--- src/rtl/aximm_pkg.sv ---
// Shared definitions for the aximm datapath: AXI burst/response codes,
// writer FSM states and the bytes-per-beat helper.
package aximm_pkg;

    localparam logic [1:0] BURST_INCR = 2'b01;
    localparam logic [1:0] RESP_OKAY  = 2'b00;

    typedef enum logic [2:0] {
        ST_IDLE,
        ST_ADDR,
        ST_DATA,
        ST_RESP,
        ST_FIN
    } wr_state_t;

    // log2 of the number of bytes in one data beat
    function automatic int clog2_bytes(input int data_width);
        int r;
        r = 0;
        for (int i = 0; i < 8; i++) begin
            if ((1 << i) < (data_width / 8)) r = i + 1;
        end
        return r;
    endfunction

endpackage

--- src/rtl/aximm_wr_skid.sv ---
// Two-entry W-channel skid buffer fed by a FIFO with one cycle of read latency.
// Credits count the in-flight read so the buffer can never overflow.
module aximm_wr_skid #(
    parameter int DATA_WIDTH = 8
) (
    input  logic                  ap_clk,
    input  logic                  ap_rst,
    input  logic                  rd_allow,
    input  logic                  fifo_empty,
    output logic                  fifo_rd_en,
    input  logic [DATA_WIDTH-1:0] fifo_rd_data,
    output logic                  w_valid,
    input  logic                  w_ready,
    output logic [DATA_WIDTH-1:0] w_data
);

    logic [DATA_WIDTH-1:0] slot0;
    logic [DATA_WIDTH-1:0] slot1;
    logic [1:0]            count;
    logic                  in_flight;
    logic                  pop;
    logic                  push;
    logic [2:0]            credit_used;

    assign pop    = w_valid && w_ready;
    assign push   = in_flight;
    assign w_valid = (count != 2'd0);
    assign w_data  = slot0;

    // A slot freed by this cycle's pop may be re-reserved in the same cycle,
    // which is what lets the buffer sustain one beat per cycle.
    assign credit_used = {1'b0, count} + {2'b00, in_flight} - {2'b00, pop};
    assign fifo_rd_en  = rd_allow && !fifo_empty && (credit_used < 3'd2);

    always_ff @(posedge ap_clk or posedge ap_rst) begin
        if (ap_rst) begin
            count     <= 2'd0;
            in_flight <= 1'b0;
            slot0     <= '0;
            slot1     <= '0;
        end else begin
            in_flight <= fifo_rd_en;
            case ({push, pop})
                2'b11: begin
                    if (count == 2'd1) begin
                        slot0 <= fifo_rd_data;
                    end else begin
                        slot0 <= slot1;
                        slot1 <= fifo_rd_data;
                    end
                end
                2'b10: begin
                    if (count == 2'd0) slot0 <= fifo_rd_data;
                    else               slot1 <= fifo_rd_data;
                    count <= count + 2'd1;
                end
                2'b01: begin
                    slot0 <= slot1;
                    count <= count - 2'd1;
                end
                default: ;
            endcase
        end
    end

endmodule

--- src/rtl/fifo_aximm_writer.sv ---
// AXI4 write master draining the pixel FIFO into memory, `times` frames of `size` bytes.
// Optional macro AXIMM_WR_4K_SPLIT_EN keeps bursts from crossing 4 KiB boundaries.
module fifo_aximm_writer
    import aximm_pkg::*;
#(
    parameter int DATA_WIDTH    = 8,
    parameter int ADDR_WIDTH    = 64,
    parameter int ID_WIDTH      = 1,
    parameter int MAX_BURST_LEN = 16
) (
    input  logic                    ap_clk,
    input  logic                    ap_rst,
    input  logic                    ap_start,
    output logic                    ap_ready,
    output logic                    ap_done,
    output logic                    ap_idle,
    input  logic [ADDR_WIDTH-1:0]   dst_addr,
    input  logic [31:0]             size,
    input  logic [31:0]             times,
    output logic                    err,
    output logic                    fifo_rd_en,
    input  logic [DATA_WIDTH-1:0]   fifo_rd_data,
    input  logic                    fifo_empty,
    output logic                    m_axi_mm_video_AWVALID,
    input  logic                    m_axi_mm_video_AWREADY,
    output logic [ADDR_WIDTH-1:0]   m_axi_mm_video_AWADDR,
    output logic [ID_WIDTH-1:0]     m_axi_mm_video_AWID,
    output logic [7:0]              m_axi_mm_video_AWLEN,
    output logic [2:0]              m_axi_mm_video_AWSIZE,
    output logic [1:0]              m_axi_mm_video_AWBURST,
    output logic                    m_axi_mm_video_WVALID,
    input  logic                    m_axi_mm_video_WREADY,
    output logic [DATA_WIDTH-1:0]   m_axi_mm_video_WDATA,
    output logic [DATA_WIDTH/8-1:0] m_axi_mm_video_WSTRB,
    output logic                    m_axi_mm_video_WLAST,
    input  logic                    m_axi_mm_video_BVALID,
    output logic                    m_axi_mm_video_BREADY,
    input  logic [1:0]              m_axi_mm_video_BRESP
);

    localparam int          SZ     = clog2_bytes(DATA_WIDTH);
    localparam logic [31:0] MAX_BL = 32'(MAX_BURST_LEN);

    wr_state_t             state;
    logic [ADDR_WIDTH-1:0] dst_lat;
    logic [31:0]           beats_lat;
    logic [31:0]           frame_left;
    logic [31:0]           beat_left;
    logic [ADDR_WIDTH-1:0] addr;
    logic [8:0]            w_sent;
    logic [8:0]            rd_issued;
    logic [8:0]            blen;
    logic [31:0]           beats_in;
    logic                  err_r;
    logic                  ap_ready_r;
    logic                  ap_done_r;
    logic                  awvalid_r;
    logic                  bready_r;
    logic                  rd_allow;
    logic                  w_valid;
    logic [DATA_WIDTH-1:0] w_data;

    assign beats_in = size >> SZ;

`ifdef AXIMM_WR_4K_SPLIT_EN
    logic [12:0] bytes_to_4k;
    logic [12:0] beats_to_4k;
    assign bytes_to_4k = 13'h1000 - {1'b0, addr[11:0]};
    assign beats_to_4k = ((bytes_to_4k >> SZ) == 13'd0) ? 13'd1 : (bytes_to_4k >> SZ);
`endif

    // Burst length follows from addr/beat_left, which only change in RESP,
    // so AWLEN and the W beat count stay stable for the whole burst.
    always_comb begin
        blen = (beat_left > MAX_BL) ? MAX_BL[8:0] : beat_left[8:0];
`ifdef AXIMM_WR_4K_SPLIT_EN
        if ({4'b0000, blen} > beats_to_4k) blen = beats_to_4k[8:0];
`endif
    end

    assign rd_allow = (state == ST_DATA) && (rd_issued < blen);

    aximm_wr_skid #(
        .DATA_WIDTH (DATA_WIDTH)
    ) u_skid (
        .ap_clk       (ap_clk),
        .ap_rst       (ap_rst),
        .rd_allow     (rd_allow),
        .fifo_empty   (fifo_empty),
        .fifo_rd_en   (fifo_rd_en),
        .fifo_rd_data (fifo_rd_data),
        .w_valid      (w_valid),
        .w_ready      (m_axi_mm_video_WREADY),
        .w_data       (w_data)
    );

    // Single-burst-outstanding sequencer: AW, then all W beats, then B.
    always_ff @(posedge ap_clk or posedge ap_rst) begin
        if (ap_rst) begin
            state      <= ST_IDLE;
            dst_lat    <= '0;
            beats_lat  <= '0;
            frame_left <= '0;
            beat_left  <= '0;
            addr       <= '0;
            w_sent     <= '0;
            rd_issued  <= '0;
            err_r      <= 1'b0;
            ap_ready_r <= 1'b0;
            ap_done_r  <= 1'b0;
            awvalid_r  <= 1'b0;
            bready_r   <= 1'b0;
        end else begin
            ap_ready_r <= 1'b0;
            ap_done_r  <= 1'b0;
            if (fifo_rd_en) rd_issued <= rd_issued + 9'd1;
            case (state)
                ST_IDLE: begin
                    if (ap_start && !ap_done_r) begin
                        ap_ready_r <= 1'b1;
                        err_r      <= 1'b0;
                        dst_lat    <= dst_addr;
                        beats_lat  <= beats_in;
                        frame_left <= times;
                        beat_left  <= beats_in;
                        addr       <= dst_addr;
                        if (beats_in == 32'd0 || times == 32'd0) begin
                            state <= ST_FIN;
                        end else begin
                            state     <= ST_ADDR;
                            awvalid_r <= 1'b1;
                        end
                    end
                end
                ST_ADDR: begin
                    if (m_axi_mm_video_AWREADY) begin
                        awvalid_r <= 1'b0;
                        w_sent    <= '0;
                        rd_issued <= '0;
                        state     <= ST_DATA;
                    end
                end
                ST_DATA: begin
                    if (w_valid && m_axi_mm_video_WREADY) begin
                        w_sent <= w_sent + 9'd1;
                        if (w_sent == blen - 9'd1) begin
                            state    <= ST_RESP;
                            bready_r <= 1'b1;
                        end
                    end
                end
                ST_RESP: begin
                    if (m_axi_mm_video_BVALID) begin
                        bready_r <= 1'b0;
                        if (m_axi_mm_video_BRESP != RESP_OKAY) err_r <= 1'b1;
                        if (beat_left != 32'(blen)) begin
                            addr      <= addr + (ADDR_WIDTH'(blen) << SZ);
                            beat_left <= beat_left - 32'(blen);
                            awvalid_r <= 1'b1;
                            state     <= ST_ADDR;
                        end else if (frame_left > 32'd1) begin
                            frame_left <= frame_left - 32'd1;
                            addr       <= dst_lat;
                            beat_left  <= beats_lat;
                            awvalid_r  <= 1'b1;
                            state      <= ST_ADDR;
                        end else begin
                            state <= ST_FIN;
                        end
                    end
                end
                ST_FIN: begin
                    ap_done_r <= 1'b1;
                    state     <= ST_IDLE;
                end
                default: state <= ST_IDLE;
            endcase
        end
    end

    assign ap_ready = ap_ready_r;
    assign ap_done  = ap_done_r;
    assign ap_idle  = (state == ST_IDLE);
    assign err      = err_r;

    assign m_axi_mm_video_AWVALID = awvalid_r;
    assign m_axi_mm_video_AWADDR  = addr;
    assign m_axi_mm_video_AWID    = '0;
    assign m_axi_mm_video_AWLEN   = 8'(blen - 9'd1);
    assign m_axi_mm_video_AWSIZE  = 3'(SZ);
    assign m_axi_mm_video_AWBURST = BURST_INCR;

    assign m_axi_mm_video_WVALID  = w_valid;
    assign m_axi_mm_video_WDATA   = w_data;
    assign m_axi_mm_video_WSTRB   = '1;
    assign m_axi_mm_video_WLAST   = w_valid && (w_sent == blen - 9'd1);

    assign m_axi_mm_video_BREADY  = bready_r;

endmodule

--- config.mk ---
export PLATFORM = sky130hd
export DESIGN_NAME = fifo_aximm_writer
export DESIGN_NICKNAME = d
export VERILOG_FILES = /design/src/rtl/aximm_pkg.sv /design/src/rtl/aximm_wr_skid.sv /design/src/rtl/fifo_aximm_writer.sv
export SDC_FILE = /design/constraint.sdc
export NUM_CORES = 1
export LEC_CHECK = 0
export ABC_AREA = 1
export ABC_CLOCK_PERIOD_IN_PS = 9800
export CORE_MARGIN = 2
export CORE_UTILIZATION = 40
export CTS_BUF_LIST = sky130_fd_sc_hd__clkbuf_4
export DETAILED_ROUTE_END_ITERATION = 10
export HOLD_SLACK_MARGIN = 0.15
export PLACE_DENSITY = 0.66
export SKIP_CTS_REPAIR_TIMING = 1
export SLEW_MARGIN = 20
export SYNTH_ARGS = -nofsm -noshare
export SYNTH_HDL_FRONTEND = slang
export SYNTH_SLANG_ARGS = --single-unit
--- constraint.sdc ---
create_clock -name ap_clk -period 9.8 [get_ports ap_clk]
set_input_delay 0.98 -clock ap_clk [delete_from_list [all_inputs] [get_ports ap_clk]]
set_output_delay 0.98 -clock ap_clk [all_outputs]
set_load 0.05 [all_outputs]
Word-level counts from Yosys, hierarchy flattened
Cells that the tools add are included.
Widths: inputs -> output; s select.
{ "classes": {"n_addsub": 10, "magnitude_cmp": 4, "eq_ne": 23, "n_mux": 56, "reduce_logical": 32} }
{ "op_table": {"columns": ["op", "count"], "rows": [
  ["$mux 32", 8],
  ["$mux 64", 4],
  ["$pmux 32 s2", 2],
  ["$pmux 64 s2", 1],
  ["$add 64x9->64", 1],
  ["$logic_not 32->1", 2],
  ["$mux 9", 6],
  ["$gt 32x1->1 const B", 1],
  ["$gt 32x5->1 const B", 1],
  ["$mux 8", 4],
  ["$ne 32x9->1", 1],
  ["$sub 32x1->32 const B", 1],
  ["$sub 32x9->32", 1],
  ["$mux 3", 8],
  ["$pmux 8 s3", 1],
  ["$add 9x1->9 const B", 2],
  ["$pmux 9 s2", 1],
  ["$ne 2x2->1 const B", 8],
  ["$pmux 8 s2", 1],
  ["$mux 1", 15],
  ["$reduce_bool 2->1", 7],
  ["$pmux 3 s4", 1],
  ["$reduce_and 4->1", 3],
  ["$reduce_and 5->1", 2],
  ["other kinds (27)", 43]
]} }
{ "word_totals": {"reg_bits": 269, "out_inout_bits": 96, "wordCells": 142} }

Logic depth before layout (Yosys ltp)
{ "logic_depth": {"ltp_word": 9, "mapped_depth": 26, "mapped_depth_nobuf": 26} }

Modules after synthesis
From an unflattened synthesis, not the netlist that was laid out.
{ "unflattened": {"cells_unflattened": 2563, "hier_area_um2": 17723.2} }
{ "modules_own_cells": {"columns": ["module", "instances", "cells_per_inst", "area_per_inst_um2", "seq_area_each_um2"], "rows": [
  ["fifo_aximm_writer", 1, 2389, 16390.7, 6256.0],
  ["aximm_wr_skid", 1, 174, 1332.5, 475.5]
]} }

Worst setup path after synthesis
Ideal clock, no wire load.
{ "synth_timing": {"kind": "reg-to-output", "startpoint": "register beat_left[6]", "endpoint": "output port m_axi_mm_video_WLAST", "arrival_ns": 3.629, "t_required_ns": 8.820, "setup_slack_ns": 5.191, "path_stages_with_launch": 19, "n_path_buf": 3, "path_cell_list": "dfrtp_1 inv_2 nand2_2 inv_1 nand2_2 nand2_1 nand3_2 buf_4 clkbuf_1 clkbuf_1 nor2_1 inv_1 ha_1 nand3_2 inv_2 nand2_1 nand2_1 nand3_2 nor3_1"} }
{ "synth_between": {"elab_chain_len": 5} }
{ "synth_rtl": {"columns": ["item", "line_no", "source"], "rows": [
  ["start, declared", "fifo_aximm_writer.sv:48", "logic [31:0] beat_left;"],
  ["start signal, assigned", "fifo_aximm_writer.sv:125", "beat_left <= beats_in;"],
  ["start signal, assigned", "fifo_aximm_writer.sv:158", "beat_left <= beat_left - 32'(blen);"],
  ["start signal, assigned", "fifo_aximm_writer.sv:164", "beat_left <= beats_lat;"],
  ["$gt 32x5->1", "fifo_aximm_writer.sv:75", "blen = (beat_left > MAX_BL) ? MAX_BL[8:0] : beat_left[8:0];"],
  ["$mux 9 (*)", "fifo_aximm_writer.sv:75", null],
  ["$sub 9x1->9 (*)", "fifo_aximm_writer.sv:196", "assign m_axi_mm_video_WLAST = w_valid && (w_sent == blen - 9'd1);"],
  ["via m_axi_mm_video_AWLEN[6]", "fifo_aximm_writer.sv:28", "output logic [7:0] m_axi_mm_video_AWLEN,"],
  ["$eq 9x9->1 (*)", "fifo_aximm_writer.sv:196", null],
  ["$logic_and 1x1->1 (*)", "fifo_aximm_writer.sv:196", null],
  ["end, declared", "fifo_aximm_writer.sv:35", "output logic m_axi_mm_video_WLAST,"]
]} }
The timed path passes the listed nets; every way through them passes the cells marked *.

Worst setup path after layout
{ "layout_timing": {"startpoint": "register u_skid.count[1]", "endpoint": "output port fifo_rd_en"} }
{ "layout_between": {"elab_chain_len": 5} }
{ "layout_rtl": {"columns": ["item", "line_no", "source"], "rows": [
  ["start, declared", "aximm_wr_skid.sv:19", "logic [1:0] count;"],
  ["start signal, assigned", "aximm_wr_skid.sv:55", "count <= count + 2'd1;"],
  ["start signal, assigned", "aximm_wr_skid.sv:59", "count <= count - 2'd1;"],
  ["parallel branches: the longest is 2 deep, another holds $add 2x1->3", null, null],
  ["$sub 3x1->3 (*)", "aximm_wr_skid.sv:32", "assign credit_used = {1'b0, count} + {2'b00, in_flight} - {2'b00, pop};"],
  ["$lt 3x2->1 (*)", "aximm_wr_skid.sv:33", "assign fifo_rd_en = rd_allow && !fifo_empty && (credit_used < 3'd2);"],
  ["$logic_and 1x1->1 (*)", "aximm_wr_skid.sv:33", null],
  ["end, declared", "fifo_aximm_writer.sv:21", "output logic fifo_rd_en,"]
]} }
Every way passes the cells marked *.

==> metrics.md <==
| Metric | Value |
|---|---|
| Htree depth | `3` |
| Slew margin rel. | `26.8%` |
| R2R depth | `12` |
| Final Slew Violations | `0` |
| Min cycle time layout | `5510 ps` |
| Final setup vio count | `0` |
| Critical path class | `reg -> out` |
| Final Cycle Share | `56.2%` |
| Final WS setup | `4290 ps` |
| HP Class | `reg -> reg` |
| Crit path required time | `approximately 9000 ps` |
| Pre-Repair DR Iteration Count | `5` |
| Fmax | `0.181 GHz` |
| Synth Flop Type | `dfrtp_1` |
| Post-Synth Adder-Cell Area | `2.34%` |
| Peak VDD IR | `0.000238 V` |
| Final Hold Vio Count | `0` |
| RePlAce Congestion | `0.951` |
| Post-synth ARST share | `100%` |
| Static leakage | `about 9.5 nW` |
| DR iter-0 viols | `1527` |
| Largest net degree at the start of global routing | `134` |
| CP endpoint kind | `output port` |
| Layout area overhead | `21.1%` |
| Synth top area cells | `dfrtp_1 (39%), nand2_1 (13%), inv_1 (5.3%)` |
| Unrepaired setup endpoints after global routing | `no` |
| Synthesized area per cell | `slightly above 7 µm²` |
| Crit Reg-Reg Endpoint | `beats_lat[12]` |
| Sw Ratio | `51.2%` |
| Max Root-Sink Buffers | `3` |
| Avg WL per Cell | `17.8 µm` |
| Worst-skew pair later-pin latency | `800 ps` |
| Row count | `75` |
| Flops & latches, synth | `269` |
| Share of layout cells above drive strength 1 | `8.35%` |
| Dpl hpwl | `40000 µm` |
| Number of synthesized flops with an enable pin | `0` |
| Final WL | `between 50000 and 60000 µm` |
| Crit path from | `u_skid.count[1]` |
| Via count | `17600` |
| Sequential Power Share | `between 30% and 40%` |
| Via-to-Cell Ratio | `5.42` |
| Max Cap Violations | `0` |
| NumNets Final | `2832` |
| Synth Area in Compound Gates | `18.0%` |
| Worst clock skew | `66.2 ps` |
| Crit Path Max Fanout | `11` |
| Crit path DAT | `4530 ps` |
| Area of the core | `0.0422 mm²` |
| Buffers on Ports | `233` |
| Top-area cell type share of the netlist area | `39.1%` |
| Dpl ws | `~4600 ps` |
| Main combinational cell family by area after synthesis | `simple AND/OR/NAND/NOR gates` |
| XOR/XNOR Fraction of Synth Area | `1.83%` |
| Starting density of the core | `40.7%` |
| Ports | `241` |
| Yosys cell types | `54` |
| Seq/Total Area, Yosys | `about two fifths` |
| Synth Area in Simple Gates | `29.5%` |
| Clock group share of total power | `15.2%` |
| Global-route wire length before repair | `91100 µm` |
| Die height | `between 200 and 250 µm` |
| Cell accounting for the most synthesized area | `dfrtp_1` |
| R2r setup slk | `~5500 ps` |
| Worst slew pin tran | `1100 ps` |
| Status | `complete, no violations` |
| Clock net sink count | `269` |
| Vias in the first global route | `~17000` |
| Comb pwr share | `53.4%` |
| Multiplexer area fraction after synthesis | `0.196%` |
| Startpoint types | `flip-flop` |
| Initial antenna violation count | `2` |
| Cells after Synth | `2423` |
| TritonCTS clock tree | `built` |
| Commonest non-fill, non-tap cells in the layout | `nand2_1 (609), dfrtp_1 (269), inv_1 (244)` |
| Power per Cell Area | `332 mW/mm²` |
| Post-synthesis cell area | `about 0.017 mm²` |
| Antenna-violating nets left | `0` |
| Most common cell after layout, fill and taps aside | `nand2_1` |
| Ys Warns | `0` |
| Overflow after GRT | `0` |
| Worst R2R Start | `state[0]` |
| Number of remaining DRC errors | `0` |
| GR Util All Layers | `25.6%` |
| Root buffer cell | `clkbuf_4` |
| Die Span X | `approximately 210 µm` |
| Power Internal | `3.38 mW` |
| Net Switching | `between 3 and 4 mW` |
| Clock Pin Slew Worst Setup and Hold Paths | `60 ps` |
| CTS buffer count | `81` |
| Setup_tns | `0 ps` |
| CP endpoint | `fifo_rd_en` |
| Die footprint | `about 0.045 mm²` |
[Yosys cell counts (4+ instances only)]
cell type and instances:
buf_4 17, ha_1 29, a22oi_1 43, nand3_1 131
inv_2 18, o21ai_1 19, a21oi_1 180, xor2_1 24
o22ai_1 5, a31oi_1 34, nand2_1 609, clkbuf_1 61
dfrtp_1 269, nand3b_1 6, nand4_1 45, o21bai_1 11
o21ai_0 167, nor4_1 26, o211ai_1 53, or2_2 20
nor3_1 55, nor2_1 231, xnor2_1 12, nand3_2 4
nor3_2 4, buf_2 29, inv_1 245, nor2_2 18
nand2_2 9
[worst max-delay path, cell delays in order, from the launching register on]
cell and delay, ps:
dfrtp_1 410, inv_1 140, ha_1 220, inv_1 90
nand2_1 150, inv_1 120, ha_1 290, or2_2 300
fa_1 500, nand4_1 130, nor3_1 200, nand2_1 250
inv_2 160, clkdlybuf4s50_1 810
[area by class of cell]
type / instances / area, µm²
Fill cell: 4244 / 21400
Multi-Input combinational cell: 1791 / 9000
Sequential cell: 269 / 6730
Timing Repair Buffer: 247 / 2460
Inverter: 266 / 1010
Clock buffer: 115 / 863
Tap cell: 539 / 674
Clock inverter: 19 / 72.6
Antenna cell: 3 / 7.51
[worst min path at each step]
stage	start	end	slack, ps	cells after the start
6_report	dst_lat[60]	dst_lat[60]	470	2
5_1_grt	dst_lat[20]	dst_lat[20]	480	2
4_1_cts	dst_lat[60]	dst_lat[60]	470	2
3_5_place_dp	dst_lat[16]	dst_lat[16]	450	2
3_3_place_gp	dst_lat[25]	dst_lat[25]	450	2
2_1_floorplan	beats_lat[28]	beats_lat[28]	430	2
[flip-flops by register name, summed over array words and instances (netlist names), 2 cells and up]
name                   cells
state                      3
rd_issued                  9
u_skid.slot1               8
beats_lat                 32
beat_left                 32
frame_left                32
w_sent                     9
m_axi_mm_video_AWADDR     64
u_skid.count               2
dst_lat                   64
u_skid.w_data              8
[metrics by stage]
stage                     util, %  hold WS (ps)  power, mW  std cells  instance area [µm²]
final                        49.3           465       6.92       3249                20800
after global routing         49.3           480       7.47       3248                20800
after CTS                    49.2           469       6.94       3245                20800
after detailed placement     47.0           453       5.85       3111                19800
after global placement       47.0           448       5.77       3111                19800
after floorplan                 -           434       4.75       2437                17300
[per-layer routing]
| layer | part of all wire, % | wire length (µm) | global-route usage (%) | vias to the layer above |
|---|---|---|---|---|
| met5 | 0 | 0 | 0 | - |
| met4 | 3.6 | 2090 | 10.9 | 0 |
| met3 | 6.6 | 3830 | 4.57 | 134 |
| met2 | 46 | 26800 | 41.3 | 629 |
| met1 | 43 | 25000 | 34.0 | 8275 |
| li1 | - | - | - | 8560 |
[logic make-up after synthesis]
| logic type | count (synthesis) |
|---|---|
| AO/OA/AOI/OAI | 535 |
| adder cells (fa/ha/maj) | 31 |
| other | 2 |
| buffers and inverters | 377 |
| AND/OR/NAND/NOR | 1170 |
| flip-flops | 269 |
| XOR/XNOR | 36 |
| multiplexers | 3 |
[power by group through the flow]
stage | sequential (mW) | clock, mW | combinational [mW]
global route | 2.24 | 1.14 | 4.09
floorplan | 2.55 | 0 | 2.21
CTS | 2.16 | 1.08 | 3.70
global placement | 2.16 | 0 | 3.61
detailed placement | 2.17 | 0 | 3.68
finish | 2.17 | 1.06 | 3.70
(Power assumes the default switching activity.)
